### src/rtl/chip8_alu_seq.sv
// CHIP-8 execute-stage sequencer: owns V0-VF, issues 6XNN/7XNN/8XYN
// to a clocked ALU, waits out its latency and writes back Vx and VF.
module chip8_alu_seq #(
    parameter int ALU_LATENCY = 1
) (
    input  logic        clk,
    input  logic        rst_n,
    input  logic [15:0] instr,
    input  logic        instr_valid,
    output logic        instr_ready,
    output logic [7:0]  alu_op1,
    output logic [7:0]  alu_op2,
    output logic [3:0]  alu_opcode,
    input  logic [7:0]  alu_out,
    input  logic        alu_carry,
    input  logic        alu_err,
    output logic        done,
    output logic        err,
    input  logic [3:0]  dbg_addr,
    output logic [7:0]  dbg_data
);

    typedef enum logic [2:0] {
        IDLE,
        ISSUE,
        WAIT,
        WB,
        FLAG,
        REJECT
    } state_t;

    localparam logic [2:0] LAT = 3'(ALU_LATENCY);

    state_t      state_q, state_d;
    logic [15:0] ir_q, ir_d;
    logic [7:0]  regs_q [16];
    logic [7:0]  regs_d [16];
    logic [7:0]  op1_q, op1_d;
    logic [7:0]  op2_q, op2_d;
    logic [3:0]  opc_q, opc_d;
    logic [2:0]  cnt_q, cnt_d;
    logic        carry_q, carry_d;
    logic        pend_q, pend_d;
    logic        perr_q, perr_d;
    logic        done_q, err_q;

    logic [3:0] top, rx, ry, rn;
    logic [7:0] nn;
    logic       flag_op;

    assign top = ir_q[15:12];
    assign rx  = ir_q[11:8];
    assign ry  = ir_q[7:4];
    assign rn  = ir_q[3:0];
    assign nn  = ir_q[7:0];

    always_comb begin
        flag_op = 1'b0;
        if (top == 4'h8) begin
            unique case (rn)
                4'h4, 4'h5, 4'h6, 4'h7, 4'hE: flag_op = 1'b1;
                default:                      flag_op = 1'b0;
            endcase
        end
    end

    always_comb begin
        state_d = state_q;
        ir_d    = ir_q;
        regs_d  = regs_q;
        op1_d   = op1_q;
        op2_d   = op2_q;
        opc_d   = opc_q;
        cnt_d   = cnt_q;
        carry_d = carry_q;
        pend_d  = 1'b0;
        perr_d  = 1'b0;
        unique case (state_q)
            IDLE: begin
                if (instr_valid) begin
                    ir_d = instr;
                    unique case (instr[15:12])
                        4'h6:       state_d = WB;
                        4'h7, 4'h8: state_d = ISSUE;
                        default:    state_d = REJECT;
                    endcase
                end
            end
            ISSUE: begin
                op1_d   = regs_q[rx];
                op2_d   = (top == 4'h7) ? nn : regs_q[ry];
                opc_d   = (top == 4'h7) ? 4'h4 : rn;
                cnt_d   = LAT;
                state_d = WAIT;
            end
            WAIT: begin
                cnt_d = cnt_q - 3'd1;
                if (cnt_q == 3'd1) begin
                    state_d = WB;
                end
            end
            WB: begin
                if (top == 4'h6) begin
                    regs_d[rx] = nn;
                    pend_d     = 1'b1;
                    state_d    = IDLE;
                end else if (top == 4'h8 && alu_err) begin
                    pend_d  = 1'b1;
                    perr_d  = 1'b1;
                    state_d = IDLE;
                end else begin
                    regs_d[rx] = alu_out;
                    carry_d    = alu_carry;
                    if (flag_op) begin
                        state_d = FLAG;
                    end else begin
                        pend_d  = 1'b1;
                        state_d = IDLE;
                    end
                end
            end
            // VF write lands after WB so the flag wins when X==F
            FLAG: begin
                regs_d[15] = {7'b0, carry_q};
                pend_d     = 1'b1;
                state_d    = IDLE;
            end
            REJECT: begin
                pend_d  = 1'b1;
                perr_d  = 1'b1;
                state_d = IDLE;
            end
            default: state_d = IDLE;
        endcase
    end

    always_ff @(posedge clk or negedge rst_n) begin
        if (!rst_n) begin
            state_q <= IDLE;
            ir_q    <= '0;
            for (int i = 0; i < 16; i++) begin
                regs_q[i] <= '0;
            end
            op1_q   <= '0;
            op2_q   <= '0;
            opc_q   <= '0;
            cnt_q   <= '0;
            carry_q <= 1'b0;
            pend_q  <= 1'b0;
            perr_q  <= 1'b0;
            done_q  <= 1'b0;
            err_q   <= 1'b0;
        end else begin
            state_q <= state_d;
            ir_q    <= ir_d;
            regs_q  <= regs_d;
            op1_q   <= op1_d;
            op2_q   <= op2_d;
            opc_q   <= opc_d;
            cnt_q   <= cnt_d;
            carry_q <= carry_d;
            pend_q  <= pend_d;
            perr_q  <= perr_d;
            done_q  <= pend_q;
            err_q   <= perr_q;
        end
    end

    assign instr_ready = (state_q == IDLE);
    assign alu_op1     = op1_q;
    assign alu_op2     = op2_q;
    assign alu_opcode  = opc_q;
    assign done        = done_q;
    assign err         = err_q;
    assign dbg_data    = regs_q[dbg_addr];

endmodule

### config.mk
export PLATFORM = sky130hd
export DESIGN_NAME = chip8_alu_seq
export DESIGN_NICKNAME = d
export VERILOG_FILES = /design/src/rtl/chip8_alu_seq.sv
export SDC_FILE = /design/constraint.sdc
export NUM_CORES = 1
export LEC_CHECK = 0
export ABC_AREA = 1
export CAP_MARGIN = 20
export CORE_MARGIN = 1
export CORE_UTILIZATION = 49
export CTS_CLUSTER_DIAMETER = 100
export DETAILED_ROUTE_END_ITERATION = 8
export DONT_BUFFER_PORTS = 1
export GPL_TIMING_DRIVEN = 0
export PLACE_DENSITY = 0.71
export SLEW_MARGIN = 25
export SYNTH_ARGS = -nofsm -noshare
export SYNTH_HDL_FRONTEND = slang
export SYNTH_SLANG_ARGS = --single-unit
### constraint.sdc
create_clock -name clk -period 2.4 [get_ports clk]
set_clock_uncertainty 0.2 [all_clocks]
set_input_delay 0.48 -clock clk [delete_from_list [all_inputs] [get_ports clk]]
set_output_delay 0.48 -clock clk [all_outputs]
set_load 0.01 [all_outputs]
After elaboration in Yosys (flattened, before gate mapping). Cells that the tools add are included.

Add/sub/neg operators: 1. Reduce and logical (&&, ||, !) cells: 13. Bitwise gates (word level): 5. Eq/ne operators: 21. Magnitude comparators: 4. Multiplexer cells: 35.

Operators by type and width (count): 128-bit bitwise mux (2); 128-bit 2-to-1 mux (2); 8-bit binary-select mux with 4-bit select (3); 8-bit 2-to-1 mux (8); 8-bit demux with 4-bit select (1); 4-bit by 3-bit == test with 1-bit output (second input constant) (8); 8-bit one-hot mux with 2 select lines (1); 5-bit >= comparator (second input constant) (3); 3-bit 2-to-1 mux (5); 4-bit inverter with 5-bit output (3); 4-bit == test (second input constant) (3); 3-bit one-hot mux with 2 select lines (2); 3-bit one-hot mux with 4 select lines (1); 2-bit AND reduction (4); 1-bit 2-to-1 mux (7); 3-bit by 1-bit == test with 1-bit output (second input constant) (2); 3-bit by 2-bit == test with 1-bit output (second input constant) (2); 3-bit == test (second input constant) (2); 2-bit inequality test (second input constant) (3); 5-bit by 1-bit less-than comparator with 1-bit output (second input constant) (1); 5-bit OR reduction (1); 4-bit 2-to-1 mux (1); 1-bit one-hot mux with 2 select lines (2); 2-bit nonzero test (2); other kinds (7) (10).

Output and inout port bits: 31. Flip-flop bits (word level): 175. Input bits: 33. Logic and storage cells: 106.

Depth between registers and ports, before layout. Gate-level depths: netlist of run 1.

Depth in word-level cells: 9. Depth in mapped cells: 11. Depth with buffers taken out: 9.

Worst setup path after synthesis of run 1. Ideal clock, no wire load.

Kind: input to output. From: input port dbg_addr[0]. To: output port dbg_data[5]. Data required time: 1.720 ns. Slack: 0.157 ns. Data arrival time: 1.563 ns. Stages: 8. Buffers on the path: 3. Cells stage by stage: clkbuf_1 -> clkbuf_1 -> buf_2 -> nand2_1 -> o211ai_1 -> nand3_1 -> nand3_1 -> nand2_1.

Longest elaborated chain between the ends: 4.

RTL lines: start, declared (RTL line 19) `input logic [3:0] dbg_addr,`; 4-bit inverter with 5-bit output (not written as such) (RTL line 175) `assign dbg_data = regs_q[dbg_addr];`; 8-bit binary-select mux with 4-bit select (RTL line 175); 8-bit 2-to-1 mux (not written as such) (2 in series) (RTL line 175); end, declared (RTL line 20) `output logic [7:0] dbg_data`.

No other way between the ends. The select of a mux whose other input is x is not followed.

Worst setup path in the final report of run 1.
From: register regs_q[14] (netlist bit). To: output port dbg_data[6].

Longest elaborated chain between the ends: 3.

RTL lines: start, declared (RTL line 36) `logic [7:0] regs_q [16];`; start signal, assigned (RTL line 156) `regs_q <= regs_d;`; 8-bit binary-select mux with 4-bit select (RTL line 175); 8-bit 2-to-1 mux (not written as such) (2 in series) (RTL line 175).

No other way between the ends. The select of a mux whose other input is x is not followed.

==> flow_metrics.tcl, run 1 <==
set metrics [dict create \
    holdWs_ps -487.0 \
    cts_root_buffer "clkbuf_16" \
    postCtsHoldBufs 7 \
    routed_wirelength_mm 50.62 \
    finalSetupViolCount 3 \
    synth.most_common_cell "nand2_1" \
    synth_area_per_cell_um2 6.720 \
    dp_slack_ps -496.9 \
    crit_path_max_fanout 3 \
    synth_flop_cell "dfrtp_1" \
    fin_nets 1655 \
    drive_gt1_frac 0.09620 \
    dieWidth_um 149.5 \
    yosys_warnings 0 \
    critPathArrivalTime_ps 1730 \
    drt_iter0_drc 1710 \
    wire_per_inst_um 26.54 \
    path_cells "inv_1 -> nor2_1 -> a21oi_1 -> o21ai_0 -> nand3_1 -> nand2_1" \
    worstPathRequired_ps 1720 \
    crit_family "flip-flops" \
    fmax_mhz 414.7 \
    rrSetupSlack_ps 0 \
    core_um2 21150 \
    postLayoutCellArea_um2 11940 \
    timing.final.crit_period_ps 2411 \
    path_buf_inv 1 \
    ant_nets 0 \
    path_clk_slew_ps 80 \
    relSlewSlack 0.4052 \
    clock_path_buffers 2 \
    instances_no_fill 1907 \
    irDropWorstVdd_v 0.0005639 \
    die_y_um 149.5 \
    synth_nets 1621 \
    clock_latency_ps 460 \
    area_growth_pct 12.07 \
    overflow 0 \
    first_pass_iters 6 \
    critical_path_class "flip-flop to output pin" \
    fp-row-count 53 \
    hold_violations 177 \
    synth_enable_flop_cells 0 \
    synth_seq_cells 175 \
    dpl.cell_count 1862 \
    buffer_ports.inserted 0 \
    r2r_cells 7 \
    dp_hpwl_mm 37.01 \
    cap_violations 0 \
    htreeDepth 4 \
    async_flop_share 1.000 \
    ios 64 \
    cp.depth 6 \
    gp_congestion 1.082 \
    end_kind "output pin" \
    worstMarginPinSlew_ps 892.2 \
    cts-buffers-inserted 17 \
    p_leak_nw 5.594 \
    slowest_stage "dfrtp_1" \
    seq_area_frac_synth 0.4109 \
    antenna_cells 0 \
    vias 11903 \
    antenna_found_initial 1 \
    cts.sinks 175 \
    syn_area_um2 10660 \
    tns_ps -18.13 \
    cellPowerDensity_nw_per_um2 1379 \
    drc 0 \
    synth_cells 1586 \
    synthDistinctLibCells 28 \
    startpoint_type "flip-flop" \
    synth_common_cells "527 x nand2_1, 253 x o21ai_0, 175 x dfrtp_1" \
    initial_core_util 0.5038 \
    via_per_inst 6.242 \
    violations "negative hold slack, negative setup slack" \
    grt_pass1_vias 10534 \
    dieArea_um2 22340 \
    placed_cell_area_um2 11020 \
    grt_usage 0.4604 \
    yosys-top-cells-area "dfrtp_1 41%, nand2_1 19%, o21ai_0 12%, nand3_1 7.4%, inv_1 5.5%" \
    slowest_delay_ps 480 \
    grt_pass1_wl_mm 71.69 \
    cts_tree "built" \
    slew_viol_final 0 \
    grt_max_degree 176 \
    status "finished with violations" \
    synth_top_area_cell "dfrtp_1" \
    fin_ws_ps -11.13 \
    synth_top_area_frac 0.4109 \
    min_path_type "primary input to asynchronous set/reset pin" \
    fin_crit_sh 1.005 \
]
## area by class of cell
cell class,instances,area (um2)
buffer,102,554.3
clock buffer,18,439.2
clock inverter,13,151.4
fill,2084,9210
inverter,159,600.6
multi-input combinational,1149,5336
sequential,175,4380
tap,275,344.1
timing repair buffer,16,137.6
## what timing repair did
action,4_1_cts,5_1_grt
buffers inserted,1,7
endpoints found under the setup margin,102,125
gates resized for setup,51,68
endpoints found under the hold margin,182,175
pin swaps,2,9
## worst register-to-register path: stages (launching register included)
cell and delay [ps]:
dfrtp_1 450, clkbuf_1 620, o21ai_0 210, o21ai_0 440, nand2_1 110, nand3_1 110, nand3_1 100, nand2_1 90
## flip-flops by register name (all words and copies together), names as in the netlist
| register | cells |
|---|---|
| alu_op2 | 8 |
| err | 1 |
| carry_q | 1 |
| alu_op1 | 8 |
| ir_q | 16 |
| pend_q | 1 |
| state_q | 3 |
| regs_q | 128 |
| done | 1 |
| cnt_q | 3 |
| alu_opcode | 4 |
| perr_q | 1 |
## power breakdown
group | total [mW] | switching (mW) | internal (mW)
Sequential | 5.39 | 1.33 | 4.06
Clock | 2.91 | 1.33 | 1.58
Combinational | 8.16 | 6.00 | 2.17
## worst paths after layout
kind                                         from                       to
max in group asynchronous                   rst_n      ir_q[8]$_DFFE_PN0P_
max                        regs_q[14]$_DFFE_PN0P_              dbg_data[6]
min reg2reg                      pend_q$_DFF_PN0_           done$_DFF_PN0_
max reg2reg                   ir_q[4]$_DFFE_PN0P_   alu_op2[5]$_DFFE_PN0P_
min                                         rst_n  regs_q[112]$_DFFE_PN0P_
min in group clk                         instr[0]      ir_q[0]$_DFFE_PN0P_
## through the flow
stage,power [mW],utilization
after global routing,17.13,0.5646
after detailed placement,12.89,0.5210
after CTS,15.86,0.5575
after global placement,12.78,0.5201
final,16.47,0.5646
after floorplan,9.626,-
## placed cells by master (no fill, tap or decap), types with 5 or more instances in the layout
cell,n
o21ai_0,250
nand3_2,5
clkbuf_16,17
o22ai_1,7
inv_1,153
buf_4,21
clkbuf_4,10
inv_6,5
o211ai_1,33
o21ai_1,6
nand3_1,153
buf_2,26
a21oi_1,49
nand2_2,7
clkbuf_1,16
o31ai_1,11
nor3_1,6
dfrtp_1,174
clkbuf_2,31
buf_1,5
nand2_1,522
nand4_1,8
dlygate4sd3_1,7
nor2_1,71
## cell families (layout without fill, tap and decap cells)
family                     count (synthesis)  in the layout  share of synthesized area
AOI/OAI and AO/OA                        364            364                     0.1822
adders and majority gates                  2              2                   0.002348
buffers and inverters                    262            308                    0.09744
DFF                                      175            175                     0.4109
muxes                                      1              1                   0.001057
and+or+nand+nor                          782            782                     0.3061
## per-layer routing
| layer | GRT usage | wire length, um | vias up |
|---|---|---|---|
| met4 | 0.2755 | 3267 | 0 |
| met2 | 0.6389 | 20600 | 854 |
| li1 | - | - | 5237 |
| met1 | 0.6367 | 20270 | 5610 |
| met3 | 0.1232 | 6483 | 202 |
| met5 | 0 | 0 | - |
(Power assumes the default switching activity.)
==> run 2, diff against run 1 <==
CORE_MARGIN = 2   (was 1)
==> flow_metrics.tcl, run 2 (synthesized netlist as in run 1, its figures left out) <==
set metrics [dict create \
    status "finished with violations" \
    violations "negative hold slack, negative setup slack" \
    final_cell_mix "521 x nand2_1, 251 x o21ai_0, 174 x dfrtp_1" \
    startpoint_type "flip-flop" \
    cellPowerDensity_nw_per_um2 1368 \
    cts.sinks 175 \
    grt.met1_usage 0.6171 \
    grt_pass1_wl_mm 70.59 \
    antenna_cells 0 \
    tns_ps -16.63 \
    initial_core_util 0.5038 \
    gp_congestion 1.105 \
    overflow 0 \
    critPathArrivalTime_ps 2610 \
    rrSetupSlack_ps -20 \
    via_per_inst 6.135 \
    relSlewSlack 0.3946 \
    drt_iter0_drc 1734 \
    fp-row-count 53 \
    path_clk_slew_ps 80 \
    ios 64 \
    timing.final.crit_period_ps 2416 \
    cts_root_buffer "clkbuf_16" \
    min_path_type "primary input to asynchronous set/reset pin" \
    crit_path_max_fanout 10 \
    pwr-share-comb 0.489 \
    gr-usage-met3 0.1198 \
    worstMarginPinSlew_ps 908.1 \
    hold_violations 175 \
    first_pass_iters 8 \
    htreeDepth 4 \
    p_clk_frac 0.181 \
    grt_usage 0.4389 \
    internal_power_mw 7.724 \
    dieArea_um2 22950 \
    wire_per_inst_um 25.87 \
    vias 11694 \
    cap_violations 0 \
    busiest_layer "met1" \
    clock_latency_ps 460 \
    holdWs_ps -489.1 \
    final_core_util 0.5639 \
    area_growth_pct 11.93 \
    dp_slack_ps -503.3 \
    fin_nets 1653 \
    seqPwrFrac 0.330 \
    core_um2 21150 \
    irDropWorstVdd_v 0.0005430 \
    grt_pass1_vias 10516 \
    cts-buffers-inserted 17 \
    cts_tree "built" \
    die_y_um 151.5 \
    p_sw_mw 8.589 \
    antenna_found_initial 1 \
    critical_path_class "flip-flop to flip-flop" \
    largestRegisters "regs_q (128), ir_q (16)" \
    slew_viol_final 0 \
    regMostFlops "regs_q" \
    routed_wirelength_mm 49.31 \
    switching_share 0.5265 \
    postCtsHoldBufs 11 \
    finalSetupViolCount 2 \
    p_leak_nw 5.585 \
    largest_reg_flops 128 \
    buffer_ports.inserted 0 \
    ant_nets 0 \
    drive_gt1_frac 0.08829 \
    final_common_cell "nand2_1" \
    end_kind "flip-flop" \
    drc 0 \
    fin_crit_sh 1.007 \
    fin_ws_ps -16.30 \
    grt_max_degree 176 \
    met2_usage 0.6111 \
    clock_path_buffers 2 \
    dp_hpwl_mm 36.27 \
    worstPathRequired_ps 2590 \
    fmax_mhz 413.9 \
    dieWidth_um 151.5 \
]
==> run 2: worst max-delay path, stage by stage, from the launching register on <==
cell      delay (ps)
dfrtp_1          480
inv_1            130
clkbuf_1         660
nand3_1          270
o21ai_0          210
nand2_1           90
nand3_1          100
nand3_1          120
nand2_1           90
==> run 2: cell type report <==
cell class,instances,area (um2)
plain buffers,102,541.8
repair buffers,14,132.6
clock inverters,14,162.7
flip-flops and latches,175,4380
clock buffers,18,439.2
fillers,2132,9225
well taps,275,344.1
multi-input cells,1149,5331
inverters,159,596.8
==> run 2: repair_timing <==
| item | CTS | global route |
|---|---|---|
| setup buffers | 0 | 2 |
| hold endpoints to repair | 186 | 175 |
| gates resized for setup | 45 | 61 |
| pin swaps | 1 | 7 |
| endpoints found under the setup margin | 110 | 110 |
==> run 2: power by group through the flow <==
stage	Combinational, mW	Sequential [mW]	Clock [mW]
2_1_floorplan	4.81	4.82	0
3_3_place_gp	7.38	5.28	0
3_5_place_dp	7.44	5.30	0
4_1_cts	7.50	5.31	2.94
5_1_grt	8.53	5.46	3.05
6_report	7.98	5.38	2.95
==> run 2: stage by stage <==
| stage | hold WS [ps] | power [mW] | std cells | instance area (um2) |
|---|---|---|---|---|
| after floorplan | -15.59 | 9.626 | 1586 | 10660 |
| after global placement | -12.22 | 12.66 | 1861 | 11000 |
| after detailed placement | -11.11 | 12.74 | 1862 | 11020 |
| after CTS | -486.7 | 15.75 | 1904 | 11820 |
| after global routing | -495.5 | 17.05 | 1906 | 11930 |
| final | -489.1 | 16.31 | 1906 | 11930 |
==> run 2: layer usage <==
layer	vias up	share of wire
met2	849	0.40
met5	-	0.00026
li1	5214	-
met3	201	0.13
met4	2	0.065
met1	5428	0.40
==> run 2: path summary, 6_finish.rpt <==
check | startpoint | end | depth (start not counted)
worst max register to register | ir_q[6]$_DFFE_PN0P_ | alu_op2[5]$_DFFE_PN0P_ | 8
worst max-delay path | ir_q[6]$_DFFE_PN0P_ | alu_op2[5]$_DFFE_PN0P_ | 8
worst min-delay path | rst_n | regs_q[107]$_DFFE_PN0P_ | 0
min in group clk | instr[13] | ir_q[13]$_DFFE_PN0P_ | 2
worst min register to register | perr_q$_DFF_PN0_ | err$_DFF_PN0_ | 0
max in group asynchronous | rst_n | regs_q[70]$_DFFE_PN0P_ | 0
